==> config.mk <==
export PLATFORM = sky130hd
export DESIGN_NAME = serial_subtractor
export DESIGN_NICKNAME = d
export VERILOG_FILES = /design/src/rtl/ripple_pkg.sv /design/src/rtl/full_subtractor.sv /design/src/rtl/serial_subtractor.sv
export SDC_FILE = /design/constraint.sdc
export NUM_CORES = 1
export LEC_CHECK = 0
export CELL_PAD_IN_SITES_DETAIL_PLACEMENT = 2
export CELL_PAD_IN_SITES_GLOBAL_PLACEMENT = 2
export CORE_UTILIZATION = 37
export DETAILED_ROUTE_END_ITERATION = 12
export PLACE_DENSITY_LB_ADDON = 0.1
export SLEW_MARGIN = 20
export SYNTH_ARGS = -nofsm -noshare
export SYNTH_HDL_FRONTEND = slang
export SYNTH_SLANG_ARGS = --single-unit
==> constraint.sdc <==
create_clock -name clk -period 3.9 [get_ports clk]
set_input_delay 0.975 -clock clk [delete_from_list [all_inputs] [get_ports clk]]
set_output_delay 0.975 -clock clk [all_outputs]
set_load 0.005 [all_outputs]
==> src/rtl/ripple_pkg.sv <==
// Shared definitions for the bit-serial ripple adder and subtractor datapaths.
package ripple_pkg;

  // Handshake/sequencing states common to both serial arithmetic blocks.
  typedef enum logic [1:0] {
    IDLE = 2'b00,
    RUN  = 2'b01,
    DONE = 2'b10
  } state_t;

  localparam int unsigned MIN_WIDTH = 1;
  localparam int unsigned MAX_WIDTH = 32;

  // Width of a bit counter that must represent 0..width.
  function automatic int unsigned cnt_width(input int unsigned width);
    return (width < 1) ? 1 : $clog2(width + 1);
  endfunction

endpackage

==> src/rtl/full_subtractor.sv <==
// One-bit full-subtractor cell: d = a - b - b_in with borrow-out.
module full_subtractor (
  input  logic a,
  input  logic b,
  input  logic b_in,
  output logic d,
  output logic b_out
);

  assign d     = a ^ b ^ b_in;
  // Borrow when the minuend bit is smaller, or bits are equal and a borrow arrives.
  assign b_out = (~a & b) | (~(a ^ b) & b_in);

endmodule

==> src/rtl/serial_subtractor.sv <==
// Bit-serial unsigned subtractor: LSB-first through one full-subtractor cell,
// with valid/ready handshakes on the operand and result sides.
module serial_subtractor
  import ripple_pkg::*;
#(
  parameter int WIDTH = 8
) (
  input  logic             clk,
  input  logic             rst,
  input  logic             in_valid,
  output logic             in_ready,
  input  logic [WIDTH-1:0] a,
  input  logic [WIDTH-1:0] b,
  input  logic             b_in,
  output logic             out_valid,
  input  logic             out_ready,
  output logic [WIDTH-1:0] diff,
  output logic             b_out
);

  localparam int CNT_W = cnt_width(WIDTH);
  localparam logic [CNT_W-1:0] LAST_BIT = CNT_W'(WIDTH - 1);

  state_t           state;
  logic [WIDTH-1:0] a_sh;
  logic [WIDTH-1:0] b_sh;
  logic [WIDTH-1:0] res;
  logic [WIDTH-1:0] res_next;
  logic             borrow;
  logic [CNT_W-1:0] cnt;
  logic             cell_d;
  logic             cell_bout;

  full_subtractor u_cell (
    .a     (a_sh[0]),
    .b     (b_sh[0]),
    .b_in  (borrow),
    .d     (cell_d),
    .b_out (cell_bout)
  );

  // Result register fills from the MSB side so the first (LSB) bit ends at bit 0.
  generate
    if (WIDTH == 1) begin : g_res_w1
      assign res_next = cell_d;
    end else begin : g_res_wn
      assign res_next = {cell_d, res[WIDTH-1:1]};
    end
  endgenerate

  // Sequencer, operand/result shift registers, borrow flop and registered outputs.
  always_ff @(posedge clk or posedge rst) begin
    if (rst) begin
      state     <= IDLE;
      in_ready  <= 1'b1;
      out_valid <= 1'b0;
      diff      <= '0;
      b_out     <= 1'b0;
      cnt       <= '0;
      borrow    <= 1'b0;
      a_sh      <= '0;
      b_sh      <= '0;
      res       <= '0;
    end else begin
      case (state)
        IDLE: begin
          if (in_valid && in_ready) begin
            a_sh     <= a;
            b_sh     <= b;
            borrow   <= b_in;
            cnt      <= '0;
            res      <= '0;
            in_ready <= 1'b0;
            state    <= RUN;
          end else begin
            in_ready <= 1'b1;
          end
        end
        RUN: begin
          res    <= res_next;
          a_sh   <= a_sh >> 1'b1;
          b_sh   <= b_sh >> 1'b1;
          borrow <= cell_bout;
          if (cnt == LAST_BIT) begin
            // Final bit: publish result and borrow, counter holds at terminal.
            diff      <= res_next;
            b_out     <= cell_bout;
            out_valid <= 1'b1;
            state     <= DONE;
          end else begin
            cnt <= cnt + CNT_W'(1);
          end
        end
        DONE: begin
          if (out_ready) begin
            out_valid <= 1'b0;
            in_ready  <= 1'b1;
            state     <= IDLE;
          end else begin
            out_valid <= 1'b1;
          end
        end
        default: begin
          state     <= IDLE;
          in_ready  <= 1'b1;
          out_valid <= 1'b0;
        end
      endcase
    end
  end

endmodule

==> out/summary.json, run 1 <==
{
  "netlist-cell-type-count": {"value": 37},
  "hold_path_class": {"value": "reg -> reg"},
  "drcViolationCount": {"value": 0},
  "finalSetupTns": {"value": 0, "unit": "ns"},
  "fin_util": {"value": 48.1, "unit": "%"},
  "setup_crit_end_kind": {"value": "output pin"},
  "first_global_vias": {"value": 1556},
  "result_of_the_run": {"value": "finished clean"},
  "fp.dieArea": {"value": 0.00559, "unit": "mm2"},
  "grt_use_total": {"value": 19.5, "unit": "%"},
  "post_route_setup_slack": {"value": 1.49, "unit": "ns"},
  "p_switching": {"value": 761, "unit": "uW"},
  "total_detailed_routing_wirelength": {"value": 4770, "unit": "um"},
  "max_cap_viol_count": {"value": 0},
  "swShare": {"value": 37.3, "unit": "%"},
  "detailedRoute.firstIterationViolations": {"value": 78},
  "startpoint_type": {"value": "flop"},
  "top_level_ports": {"value": 32},
  "synth_top_area_share": {"value": 51.1, "unit": "%"},
  "clkLatencyLatePin": {"value": 0.30, "unit": "ns"},
  "critical_path_required": {"value": 2.92, "unit": "ns"},
  "power.density_cell_area": {"value": 832, "unit": "mW/mm2"},
  "synth_area_per_cell": {"value": 11.9, "unit": "um2"},
  "report.power.total": {"value": 2040, "unit": "uW"},
  "wire_length_of_the_first_global_routing_pass": {"value": 7900, "unit": "um"},
  "postCtsHoldBufs": {"value": 0},
  "cp-endpoint": {"value": "in_ready"},
  "worst-path-max-fanout": {"value": 7},
  "worst_clock_skew": {"value": 0.00530, "unit": "ns"},
  "p_int": {"value": 1280, "unit": "uW"},
  "critical-path-slowest-cell": {"value": "sky130_fd_sc_hd__dfstp_2"},
  "port_buffer_count": {"value": 31},
  "synth_top_area_cell": {"value": "sky130_fd_sc_hd__dfrtp_1"},
  "core": {"value": 0.00511, "unit": "mm2"},
  "ant_nets": {"value": 0},
  "regToRegSetupSlack": {"value": 1.74, "unit": "ns"},
  "route.detailed.wl_per_inst": {"value": 17.9, "unit": "um"},
  "critical-path-max-stage-delay": {"value": 0.62, "unit": "ns"},
  "n_fill_cell": {"value": 532},
  "synthMostInstantiatedCell": {"value": "sky130_fd_sc_hd__dfrtp_1"},
  "nNetsFinal": {"value": 223},
  "crit_type": {"value": "reg -> out"},
  "rr_endpoint": {"value": "cnt[0]"},
  "rsz_0062_raised_after_global_routing": {"value": "no"},
  "overflow_after_grt": {"value": 0},
  "clock.fmax": {"value": 414, "unit": "MHz"},
  "crit_cells": {"value": 1},
  "critical_path.cell_chain": {"value": "clkdlybuf4s50_1"},
  "initial_core_util": {"value": 38.4, "unit": "%"},
  "synthesis.instances": {"value": 165},
  "edff_count_synth": {"value": 0},
  "place_congestion": {"value": 0.722},
  "num_rows": {"value": 26},
  "synth_sequential_area_ratio": {"value": 52.4, "unit": "%"},
  "cts_inserted_buffers": {"value": 5},
  "syn_to_final_growth": {"value": 25.3, "unit": "%"},
  "final_layout_size_suffix_gt1_share": {"value": 13.7, "unit": "%"},
  "worst_voltage_drop_across_the_vdd_grid": {"value": 0.387, "unit": "mV"},
  "num_antenna_cells": {"value": 0},
  "ys_top_cells_by_area": {"value": "sky130_fd_sc_hd__dfrtp_1, sky130_fd_sc_hd__mux2i_1, sky130_fd_sc_hd__mux2_2"},
  "clock-sinks": {"value": 41},
  "combPwrFrac": {"value": 43.4, "unit": "%"},
  "power.leakage": {"value": 0.00113, "unit": "uW"},
  "synth-async-reset-ratio": {"value": 100, "unit": "%"},
  "critical_path.top_delay_family": {"value": "flip-flops"},
  "root_buffer": {"value": "sky130_fd_sc_hd__clkbuf_8"},
  "cts_setup_buffers": {"value": 0},
  "cts_tree": {"value": "done"},
  "dp.final_hpwl": {"value": 3240, "unit": "um"},
  "report.final.setup_viol": {"value": 0},
  "post_synth_instance_area": {"value": 0.00196, "unit": "mm2"},
  "timing.final.crit_period": {"value": 2.41, "unit": "ns"},
  "critPathLaunch": {"value": "in_ready"},
  "synth_commonest_cells": {"value": "sky130_fd_sc_hd__dfrtp_1, sky130_fd_sc_hd__o21ai_0, sky130_fd_sc_hd__mux2i_1, sky130_fd_sc_hd__nand3_1, sky130_fd_sc_hd__mux2_2"},
  "worst_ep_arrival": {"value": 1.44, "unit": "ns"},
  "maximum_level_of_the_cts_h_tree": {"value": 2},
  "clock_power_share": {"value": 20.0, "unit": "%"},
  "place_inst": {"value": 259},
  "number_of_antenna_violations_at_the_first_check_in_global_routing": {"value": 0},
  "rr_startpoint": {"value": "state[1]"},
  "die_width": {"value": 74.8, "unit": "um"},
  "cts.repair.resized": {"value": 0},
  "fin_cells": {"value": 267},
  "die_y_extent": {"value": 74.8, "unit": "um"},
  "reg2regPathDepth": {"value": 6},
  "worst_pin_slew": {"value": 0.598, "unit": "ns"},
  "sequential_group_share_of_total_power": {"value": 36.6, "unit": "%"},
  "drv_slew": {"value": 0},
  "clk_transition_reported_paths": {"value": 0.08, "unit": "ns"},
  "dpl_worst_slack": {"value": 1.28, "unit": "ns"},
  "worstPathBufferInverterCount": {"value": 1},
  "pin_count_of_the_biggest_net_entering_global_routing": {"value": 42},
  "postSynthRegisterBits": {"value": 41},
  "timing.max_slew.rel_slack": {"value": 60.0, "unit": "%"},
  "yosys_warnings": {"value": 0},
  "num_vias": {"value": 1420},
  "fin_crit_sh": {"value": 61.9, "unit": "%"},
  "dominantRegCellSynth": {"value": "sky130_fd_sc_hd__dfrtp_1"},
  "synth_fp_nets": {"value": 192},
  "via_per_inst": {"value": 5.32},
  "dr.pass1.iters": {"value": 4},
  "hold_violations": {"value": 0},
  "cts_max_path_buffers": {"value": 2}
}
per-layer routing:
metal | vias to the layer above | track usage [%] | routed length (um)
met4 | 0 | 6.92 | 87
met5 | - | 0 | 0
met1 | 719 | 25.0 | 2090
met2 | 31 | 32.4 | 2420
met3 | 8 | 4.28 | 171
li1 | 662 | - | -
power by group through the flow:
stage	clock (uW)	sequential, uW	combinational, uW
finish	409	749	886
global route	437	777	994
CTS	421	752	906
detailed placement	0	759	887
global placement	0	739	835
floorplan	0	718	645
sequential cells by signal, summed over array words and instances (netlist names):
register and flops:
a_sh 8, b_sh 8, diff 8, res 7, cnt 4, state 2
b_out 1, borrow 1, in_ready 1, out_valid 1
layout make-up:
class | instances | area (um2) | area share (%)
clock buffer | 5 | 68.8 | 2.80
tap | 70 | 87.6 | 3.57
inverter | 7 | 26.3 | 1.07
timing repair buffer | 33 | 325 | 13.3
clock inverter | 3 | 65.1 | 2.65
sequential | 41 | 1030 | 41.8
multi-input combinational | 108 | 855 | 34.8
worst min-delay path by stage:
stage	startpoint	to	slack [ns]	cells after the start
floorplan	a_sh[7]	a_sh[7]	0.46	2
global placement	a_sh[1]	a_sh[1]	0.48	2
detailed placement	res[1]	res[1]	0.50	1
CTS	res[1]	res[1]	0.51	1
global route	diff[0]	diff[0]	0.54	1
finish	res[1]	res[1]	0.51	1
cells in the final DEF, fill, tap and decap left out, types with 5 or more instances in the layout:
cell / netlist / routed
sky130_fd_sc_hd__mux2i_1: 15 / 15
sky130_fd_sc_hd__nand3_1: 15 / 15
sky130_fd_sc_hd__inv_1: 7 / 7
sky130_fd_sc_hd__mux2_2: 9 / 9
sky130_fd_sc_hd__clkdlybuf4s50_1: 0 / 31
sky130_fd_sc_hd__a22o_1: 8 / 8
sky130_fd_sc_hd__ha_1: 5 / 5
sky130_fd_sc_hd__clkbuf_8: 0 / 5
sky130_fd_sc_hd__nor2b_1: 7 / 7
sky130_fd_sc_hd__o21ai_0: 20 / 20
sky130_fd_sc_hd__dfrtp_1: 40 / 40
metrics by stage:
stage / hold WS (ns) / cell area (um2)
4_1_cts: 0.514 / 2450
5_1_grt: 0.542 / 2450
3_5_place_dp: 0.496 / 2320
3_3_place_gp: 0.483 / 2320
2_1_floorplan: 0.463 / 1960
6_report: 0.507 / 2450
cell families (layout without fill, tap and decap cells):
family                     count (synthesis)  after routing  synth area share [%]
adders and majority gates                  6              6                  4.21
buffers and inverters                     16             48                  3.96
muxes                                     25             25                  13.6
and+or+nand+nor                           35             35                  10.9
DFF                                       41             41                  52.4
AOI/OAI and AO/OA                         42             42                  14.9
(Power assumes the default switching activity.)
==> run 2, diff against run 1 <==
- CORE_UTILIZATION: 37 -> 35
- clock period: 3.9 -> 2.4 ns (I/O delays scaled with it)
==> run 2 against run 1 <==
  * Via count fell by 0.99%
  * Worst setup slack lost 1.1 ns
  * Worst hold slack improved by 0.0031 ns
  * Register-to-register slack got worse by 1.4 ns
  * Core utilization down 1.7 points
  * Total power is 52% higher
  * Combinational power is 61% higher
==> out/summary.json, run 2 (synthesized netlist as in run 1, its figures left out) <==
{
  "clkLatencyLatePin": {"value": 0.29, "unit": "ns", "change": "was 0.30 ns"},
  "reg2regPathDepth": {"value": 6, "change": "unchanged"},
  "die_width": {"value": 76.8, "unit": "um", "change": "was 74.8 um"},
  "setup_crit_end_kind": {"value": "flop", "change": "was output pin"},
  "num_vias": {"value": 1406, "change": "was 1420"},
  "number_of_antenna_violations_at_the_first_check_in_global_routing": {"value": 0, "change": "unchanged"},
  "report.power.total": {"value": 3110, "unit": "uW", "change": "was 2040 uW"},
  "ant_nets": {"value": 0, "change": "unchanged"},
  "drv_slew": {"value": 0, "change": "unchanged"},
  "clock-sinks": {"value": 41, "change": "unchanged"},
  "multi_input_area": {"value": 855, "unit": "um2", "change": "unchanged"},
  "overflow_after_grt": {"value": 0, "change": "unchanged"},
  "port_buffer_count": {"value": 31, "change": "unchanged"},
  "critical-path-slowest-cell": {"value": "sky130_fd_sc_hd__dfrtp_1", "change": "was sky130_fd_sc_hd__dfstp_2"},
  "finalSetupTns": {"value": 0, "unit": "ns", "change": "unchanged"},
  "min-delay-start": {"value": "diff[7]", "change": "was res[1]"},
  "timing.final.crit_period": {"value": 2.05, "unit": "ns"},
  "worst_ep_arrival": {"value": 2.25, "unit": "ns", "change": "was 1.44 ns"},
  "postCtsHoldBufs": {"value": 0, "change": "unchanged"},
  "fin_crit_sh": {"value": 85.4, "unit": "%"},
  "via_per_inst": {"value": 5.25, "change": "was 5.32"},
  "num_rows": {"value": 26, "change": "unchanged"},
  "crit_type": {"value": "reg -> reg", "change": "was reg -> out"},
  "startpoint_type": {"value": "flop", "change": "unchanged"},
  "detailedRoute.firstIterationViolations": {"value": 31, "change": "was 78"},
  "top_level_ports": {"value": 32, "change": "unchanged"},
  "clock.fmax": {"value": 488, "unit": "MHz"},
  "place_congestion": {"value": 0.720, "change": "was 0.722"},
  "core": {"value": 0.00524, "unit": "mm2", "change": "was 0.00511 mm2"},
  "layout_top_registers": {"value": "a_sh (8), b_sh (8), diff (8)", "change": "unchanged"},
  "met1_usage": {"value": 21.7, "unit": "%", "change": "was 25.0%"},
  "timing.max_slew.rel_slack": {"value": 58.8, "unit": "%", "change": "was 60.0%"},
  "worst-path-max-fanout": {"value": 22, "change": "was 7"},
  "use_met3": {"value": 4.29, "unit": "%", "change": "was 4.28%"},
  "final_layout_size_suffix_gt1_share": {"value": 14.1, "unit": "%", "change": "was 13.7%"},
  "n_fill_cell": {"value": 526, "change": "was 532"},
  "dpl_worst_slack": {"value": 0.184, "unit": "ns", "change": "was 1.28 ns"},
  "min_path_cells": {"value": 1, "change": "unchanged"},
  "critical_path.top_delay_family": {"value": "simple AND/OR/NAND/NOR gates", "change": "was flip-flops"},
  "max_cap_viol_count": {"value": 0, "change": "unchanged"},
  "post_layout_inst_area": {"value": 0.00243, "unit": "mm2", "change": "was 0.00245 mm2"},
  "rsz_0062_raised_after_global_routing": {"value": "no", "change": "unchanged"},
  "rr_startpoint": {"value": "state[1]", "change": "unchanged"},
  "wire_length_of_the_first_global_routing_pass": {"value": 8070, "unit": "um", "change": "was 7900 um"},
  "drcViolationCount": {"value": 0, "change": "unchanged"},
  "dpl-instance-area": {"value": 0.00234, "unit": "mm2", "change": "was 0.00232 mm2"},
  "maximum_level_of_the_cts_h_tree": {"value": 2, "change": "unchanged"},
  "worst_voltage_drop_across_the_vdd_grid": {"value": 0.456, "unit": "mV", "change": "was 0.387 mV"},
  "total_detailed_routing_wirelength": {"value": 4520, "unit": "um", "change": "was 4770 um"},
  "cts_max_path_buffers": {"value": 2, "change": "unchanged"},
  "first_global_vias": {"value": 1590, "change": "was 1556"},
  "grt_use_total": {"value": 17.4, "unit": "%", "change": "was 19.5%"},
  "critical_path_required": {"value": 2.61, "unit": "ns", "change": "was 2.92 ns"},
  "grt.busiest_layer": {"value": "met2", "change": "unchanged"},
  "sequential_cell_area": {"value": 0.00103, "unit": "mm2", "change": "unchanged"},
  "pin_count_of_the_biggest_net_entering_global_routing": {"value": 42, "change": "unchanged"},
  "clk_transition_reported_paths": {"value": 0.08, "unit": "ns", "change": "about the same"},
  "power.leakage": {"value": 0.00112, "unit": "uW", "change": "was 0.00113 uW"},
  "report.final.setup_viol": {"value": 0, "change": "unchanged"},
  "worst_pin_slew": {"value": 0.618, "unit": "ns", "change": "was 0.598 ns"},
  "die_y_extent": {"value": 76.8, "unit": "um", "change": "was 74.8 um"},
  "fp.dieArea": {"value": 0.00590, "unit": "mm2", "change": "was 0.00559 mm2"},
  "nNetsFinal": {"value": 225, "change": "was 223"},
  "root_buffer": {"value": "sky130_fd_sc_hd__clkbuf_8", "change": "unchanged"},
  "layout_commonest_cell": {"value": "sky130_fd_sc_hd__dfrtp_1", "change": "unchanged"},
  "cts_inserted_buffers": {"value": 5, "change": "unchanged"},
  "final_cell_mix": {"value": "sky130_fd_sc_hd__dfrtp_1, sky130_fd_sc_hd__clkdlybuf4s50_1, sky130_fd_sc_hd__o21ai_0", "change": "unchanged"},
  "hold_path_class": {"value": "reg -> reg", "change": "unchanged"},
  "cts_setup_buffers": {"value": 0, "change": "unchanged"},
  "post_route_setup_slack": {"value": 0.351, "unit": "ns", "change": "was 1.49 ns"},
  "num_antenna_cells": {"value": 0, "change": "unchanged"},
  "dr.pass1.iters": {"value": 4, "change": "unchanged"},
  "critical_path.cell_chain": {"value": "inv_1 > ha_1 > buf_4 > nand2b_1 > nand2_1 > mux2i_1", "change": "was clkdlybuf4s50_1"},
  "critPathLaunch": {"value": "state[1]", "change": "was in_ready"},
  "result_of_the_run": {"value": "finished clean", "change": "unchanged"},
  "dp.final_hpwl": {"value": 3220, "unit": "um", "change": "was 3240 um"},
  "syn_to_final_growth": {"value": 23.8, "unit": "%", "change": "was 25.3%"},
  "crit_cells": {"value": 6, "change": "was 1"},
  "worstPathBufferInverterCount": {"value": 2, "change": "was 1"},
  "hold_violations": {"value": 0, "change": "unchanged"},
  "cts.repair.resized": {"value": 0, "change": "unchanged"},
  "power.density_cell_area": {"value": 1280, "unit": "mW/mm2", "change": "was 832 mW/mm2"},
  "worst_clock_skew": {"value": 0.00340, "unit": "ns", "change": "was 0.00530 ns"},
  "grt_util_met2": {"value": 29.9, "unit": "%", "change": "was 32.4%"},
  "route.detailed.wl_per_inst": {"value": 16.9, "unit": "um", "change": "was 17.9 um"},
  "initial_core_util": {"value": 37.4, "unit": "%", "change": "was 38.4%"},
  "critical-path-max-stage-delay": {"value": 0.41, "unit": "ns", "change": "was 0.62 ns"},
  "cts_tree": {"value": "done", "change": "unchanged"},
  "final.hold.worst_slack": {"value": 0.510, "unit": "ns", "change": "was 0.507 ns"}
}
run 2: cell count changes in the layout (fill, tap and decap cells not counted), sizes merged:
| cell | delta |
|---|---|
| buf | +2 |
| clkinvlp | +1 |
| clkbuf | +1 |
| clkinv | -1 |
| bufinv | -2 |
run 2: final cells by class:
| type | instances | share of cell area [%] |
|---|---|---|
| sequential | 41 | 42.3 |
| clock buffer | 6 | 3.40 |
| clock inverter | 1 | 0.309 |
| tap | 70 | 3.61 |
| timing repair buffer | 35 | 14.0 |
| multi-input combinational | 108 | 35.2 |
| inverter | 7 | 1.08 |
run 2: power by group:
group | switching (uW) | internal, uW | total, uW
registers | 213 | 997 | 1210
logic | 747 | 684 | 1430
clock network | 241 | 228 | 469
run 2: worst paths after layout:
path	slack [ns]	endpoint
max	0.35	borrow
min	0.51	diff[7]
max reg2reg	0.35	borrow
min reg2reg	0.51	diff[7]
max in group asynchronous	1.28	in_ready
min in group asynchronous	0.75	diff[5]
run 2: metal layers:
metal	wire (um)	vias to the layer above
met3	123	7
met5	0	-
met2	2370	20
li1	-	663
met4	36	0
met1	1990	716
run 2: per-stage QoR:
stage | cells | util, %
2_1_floorplan | 165 | -
3_3_place_gp | 261 | 44.6
3_5_place_dp | 261 | 44.6
4_1_cts | 268 | 46.3
5_1_grt | 268 | 46.3
6_report | 268 | 46.3
==> run 3, diff against run 2 <==
- CELL_PAD_IN_SITES_DETAIL_PLACEMENT: 2 -> not set
- CELL_PAD_IN_SITES_GLOBAL_PLACEMENT: 2 -> not set
- CORE_ASPECT_RATIO: not set -> 1.2
- CORE_UTILIZATION: 35 -> 52
- PLACE_DENSITY: not set -> 0.78
- PLACE_DENSITY_LB_ADDON: 0.1 -> not set
- SLEW_MARGIN: 20 -> not set
==> run 3 against run 2 <==
  * The flow now finishes with violations (DRC)
  * Sequential power about the same
  * Largest power group unchanged
  * Fmax up 1.2%
  * Core utilization increased by 21 points
  * Clock skew rose by 0.0055 ns
==> out/summary.json, run 3 (synthesized netlist as in run 1, its figures left out) <==
{
  "result_of_the_run": {"value": "finished with violations", "change": "was finished clean"},
  "violations": {"value": "DRC"},
  "sequential_group_share_of_total_power": {"value": 37.0, "unit": "%", "change": "was 38.9%"},
  "via_per_inst": {"value": 5.88, "change": "was 5.25"},
  "p_switching": {"value": 1150, "unit": "uW", "change": "was 1200 uW"},
  "cts.repair.resized": {"value": 0, "change": "unchanged"},
  "swShare": {"value": 35.5, "unit": "%", "change": "was 38.6%"},
  "clock.fmax": {"value": 494, "unit": "MHz", "change": "was 488 MHz"},
  "maximum_level_of_the_cts_h_tree": {"value": 2, "change": "unchanged"},
  "wl_met2": {"value": 1800, "unit": "um", "change": "was 2370 um"},
  "top_level_ports": {"value": 32, "change": "unchanged"},
  "post_layout_inst_area": {"value": 0.00243, "unit": "mm2", "change": "about the same"},
  "clk_transition_reported_paths": {"value": 0.08, "unit": "ns", "change": "about the same"},
  "setup_crit_end_kind": {"value": "output pin", "change": "was flop"},
  "final_layout_size_suffix_gt1_share": {"value": 14.1, "unit": "%", "change": "unchanged"},
  "min_path_cells": {"value": 1, "change": "unchanged"},
  "dp.final_hpwl": {"value": 2580, "unit": "um", "change": "was 3220 um"},
  "core": {"value": 0.00360, "unit": "mm2", "change": "was 0.00524 mm2"},
  "wire_length_of_the_first_global_routing_pass": {"value": 6420, "unit": "um", "change": "was 8070 um"},
  "drv_slew": {"value": 0, "change": "unchanged"},
  "drcViolationCount": {"value": 2, "change": "was 0"},
  "num_antenna_cells": {"value": 0, "change": "unchanged"},
  "clock-sinks": {"value": 41, "change": "unchanged"},
  "hold_violations": {"value": 0, "change": "unchanged"},
  "fp.dieArea": {"value": 0.00402, "unit": "mm2", "change": "was 0.00590 mm2"},
  "number_of_antenna_violations_at_the_first_check_in_global_routing": {"value": 0, "change": "unchanged"},
  "fin_crit_sh": {"value": 84.4, "unit": "%", "change": "was 85.4%"},
  "rsz_0062_raised_after_global_routing": {"value": "no", "change": "unchanged"},
  "route.detailed.wl_per_inst": {"value": 15.4, "unit": "um", "change": "was 16.9 um"},
  "combPwrFrac": {"value": 42.5, "unit": "%", "change": "was 46.0%"},
  "dr.pass1.iters": {"value": 10, "change": "was 4"},
  "first_global_vias": {"value": 1415, "change": "was 1590"},
  "die_width": {"value": 58.0, "unit": "um", "change": "was 76.8 um"},
  "cts_setup_buffers": {"value": 0, "change": "unchanged"},
  "clkLatencyLatePin": {"value": 0.29, "unit": "ns", "change": "about the same"},
  "startpoint_type": {"value": "flop", "change": "unchanged"},
  "cts_max_path_buffers": {"value": 2, "change": "unchanged"},
  "power.density_cell_area": {"value": 1340, "unit": "mW/mm2", "change": "was 1280 mW/mm2"},
  "timing.max_slew.rel_slack": {"value": 63.2, "unit": "%", "change": "was 58.8%"},
  "cts_inserted_buffers": {"value": 5, "change": "unchanged"},
  "syn_to_final_growth": {"value": 23.9, "unit": "%", "change": "was 23.8%"},
  "p_int": {"value": 2090, "unit": "uW", "change": "was 1910 uW"},
  "total_detailed_routing_wirelength": {"value": 3650, "unit": "um", "change": "was 4520 um"},
  "postCtsHoldBufs": {"value": 0, "change": "unchanged"},
  "worst-path-max-fanout": {"value": 7, "change": "was 22"},
  "initial_core_util": {"value": 54.4, "unit": "%", "change": "was 37.4%"},
  "crit_type": {"value": "reg -> out", "change": "was reg -> reg"},
  "met1Wirelength": {"value": 1650, "unit": "um", "change": "was 1990 um"},
  "pin_count_of_the_biggest_net_entering_global_routing": {"value": 42, "change": "unchanged"},
  "layout_top_registers": {"value": "a_sh (8), b_sh (8), diff (8)", "change": "unchanged"},
  "worst_pin_slew": {"value": 0.552, "unit": "ns", "change": "was 0.618 ns"},
  "num_rows": {"value": 24, "change": "was 26"},
  "finalSetupTns": {"value": 0, "unit": "ns", "change": "unchanged"},
  "nNetsFinal": {"value": 224, "change": "was 225"},
  "place_congestion": {"value": 0.777, "change": "was 0.720"},
  "port_buffer_count": {"value": 31, "change": "unchanged"},
  "detailedRoute.firstIterationViolations": {"value": 44, "change": "was 31"},
  "die_y_extent": {"value": 69.2, "unit": "um", "change": "was 76.8 um"},
  "critical_path.cell_chain": {"value": "clkdlybuf4s50_1", "change": "was inv_1 > ha_1 > buf_4 > nand2b_1 > nand2_1 > mux2i_1"},
  "grt_use_total": {"value": 20.7, "unit": "%", "change": "was 17.4%"},
  "cts_tree": {"value": "done", "change": "unchanged"},
  "power.leakage": {"value": 0.00114, "unit": "uW", "change": "was 0.00112 uW"},
  "critical-path-slowest-cell": {"value": "sky130_fd_sc_hd__dfstp_2", "change": "was sky130_fd_sc_hd__dfrtp_1"},
  "overflow_after_grt": {"value": 0, "change": "unchanged"},
  "worst_ep_arrival": {"value": 1.42, "unit": "ns", "change": "was 2.25 ns"},
  "root_buffer": {"value": "sky130_fd_sc_hd__clkbuf_8", "change": "unchanged"},
  "highest_layer": {"value": "met4", "change": "unchanged"},
  "critical_path_required": {"value": 1.80, "unit": "ns", "change": "was 2.61 ns"},
  "reg2regPathDepth": {"value": 6, "change": "unchanged"},
  "hold_path_class": {"value": "reg -> reg", "change": "unchanged"},
  "ant_nets": {"value": 0, "change": "unchanged"},
  "num_vias": {"value": 1393, "change": "was 1406"},
  "critical_path.top_delay_family": {"value": "flip-flops", "change": "was simple AND/OR/NAND/NOR gates"},
  "report.final.setup_viol": {"value": 0, "change": "unchanged"},
  "worstPathBufferInverterCount": {"value": 1, "change": "was 2"},
  "max_cap_viol_count": {"value": 0, "change": "unchanged"},
  "worst_clock_skew": {"value": 0.00891, "unit": "ns", "change": "was 0.00340 ns"},
  "layout_commonest_cell": {"value": "sky130_fd_sc_hd__dfrtp_1", "change": "unchanged"},
  "critical-path-max-stage-delay": {"value": 0.61, "unit": "ns", "change": "was 0.41 ns"},
  "crit_cells": {"value": 1, "change": "was 6"},
  "dpl-instance-area": {"value": 0.00229, "unit": "mm2", "change": "was 0.00234 mm2"},
  "final_cell_mix": {"value": "sky130_fd_sc_hd__dfrtp_1, sky130_fd_sc_hd__clkdlybuf4s50_1, sky130_fd_sc_hd__o21ai_0", "change": "unchanged"},
  "wl_met3": {"value": 146, "unit": "um", "change": "was 123 um"},
  "timing.final.crit_period": {"value": 2.02, "unit": "ns", "change": "was 2.05 ns"},
  "clock_power_share": {"value": 20.5, "unit": "%", "change": "was 15.1%"},
  "worst_voltage_drop_across_the_vdd_grid": {"value": 0.741, "unit": "mV", "change": "was 0.456 mV"}
}
==> run 3: changes by cell type in the layout (fill, tap and decap cells not counted), sizes merged <==
cell,change
bufinv,+2
buf,-1
clkbuf,-1
clkinvlp,-1
inv,+1
==> run 3: final timing paths <==
check                           startpoint       end  slack (ns)
worst max-delay path              in_ready  in_ready        0.38
worst min-delay path               diff[2]   diff[2]        0.51
min in group asynchronous              rst   diff[0]        0.72
max in group asynchronous              rst  in_ready        1.29
worst min register to register     diff[2]   diff[2]        0.51
worst max register to register    state[1]    borrow        0.42
==> run 3: metal layers <==
metal	global-route usage [%]	up-vias
met3	5.41	4
met2	34.5	34
met1	26.2	689
met5	0	-
li1	-	666
met4	6.35	0
==> run 3: final cells by class <==
class                   instances  area, um2
inverters                       7       26.3
well taps                      39       48.8
multi-input cells             108        855
clock inverters                 3       68.8
fillers                       281       1180
clock buffers                   5       68.8
flip-flops and latches         41       1030
repair buffers                 34        333
==> run 3: per-stage QoR <==
stage	util, %	instances	total power (uW)	hold WS, ns	worst slack [ns]
6_report	67.4	237	3240	0.506	0.376
5_1_grt	67.4	237	3500	0.526	0.233
4_1_cts	67.4	237	3270	0.511	0.365
3_5_place_dp	63.5	229	2600	0.493	0.243
3_3_place_gp	63.5	229	2510	0.472	0.328
2_1_floorplan	-	165	2220	0.463	0.791
==> run 3: power by group through the flow <==
stage	logic, uW	clock network, uW	registers (uW)
after floorplan	1050	0	1170
after detailed placement	1390	0	1210
after global routing	1550	708	1240
after global placement	1310	0	1190
after CTS	1390	679	1200
final	1380	665	1200
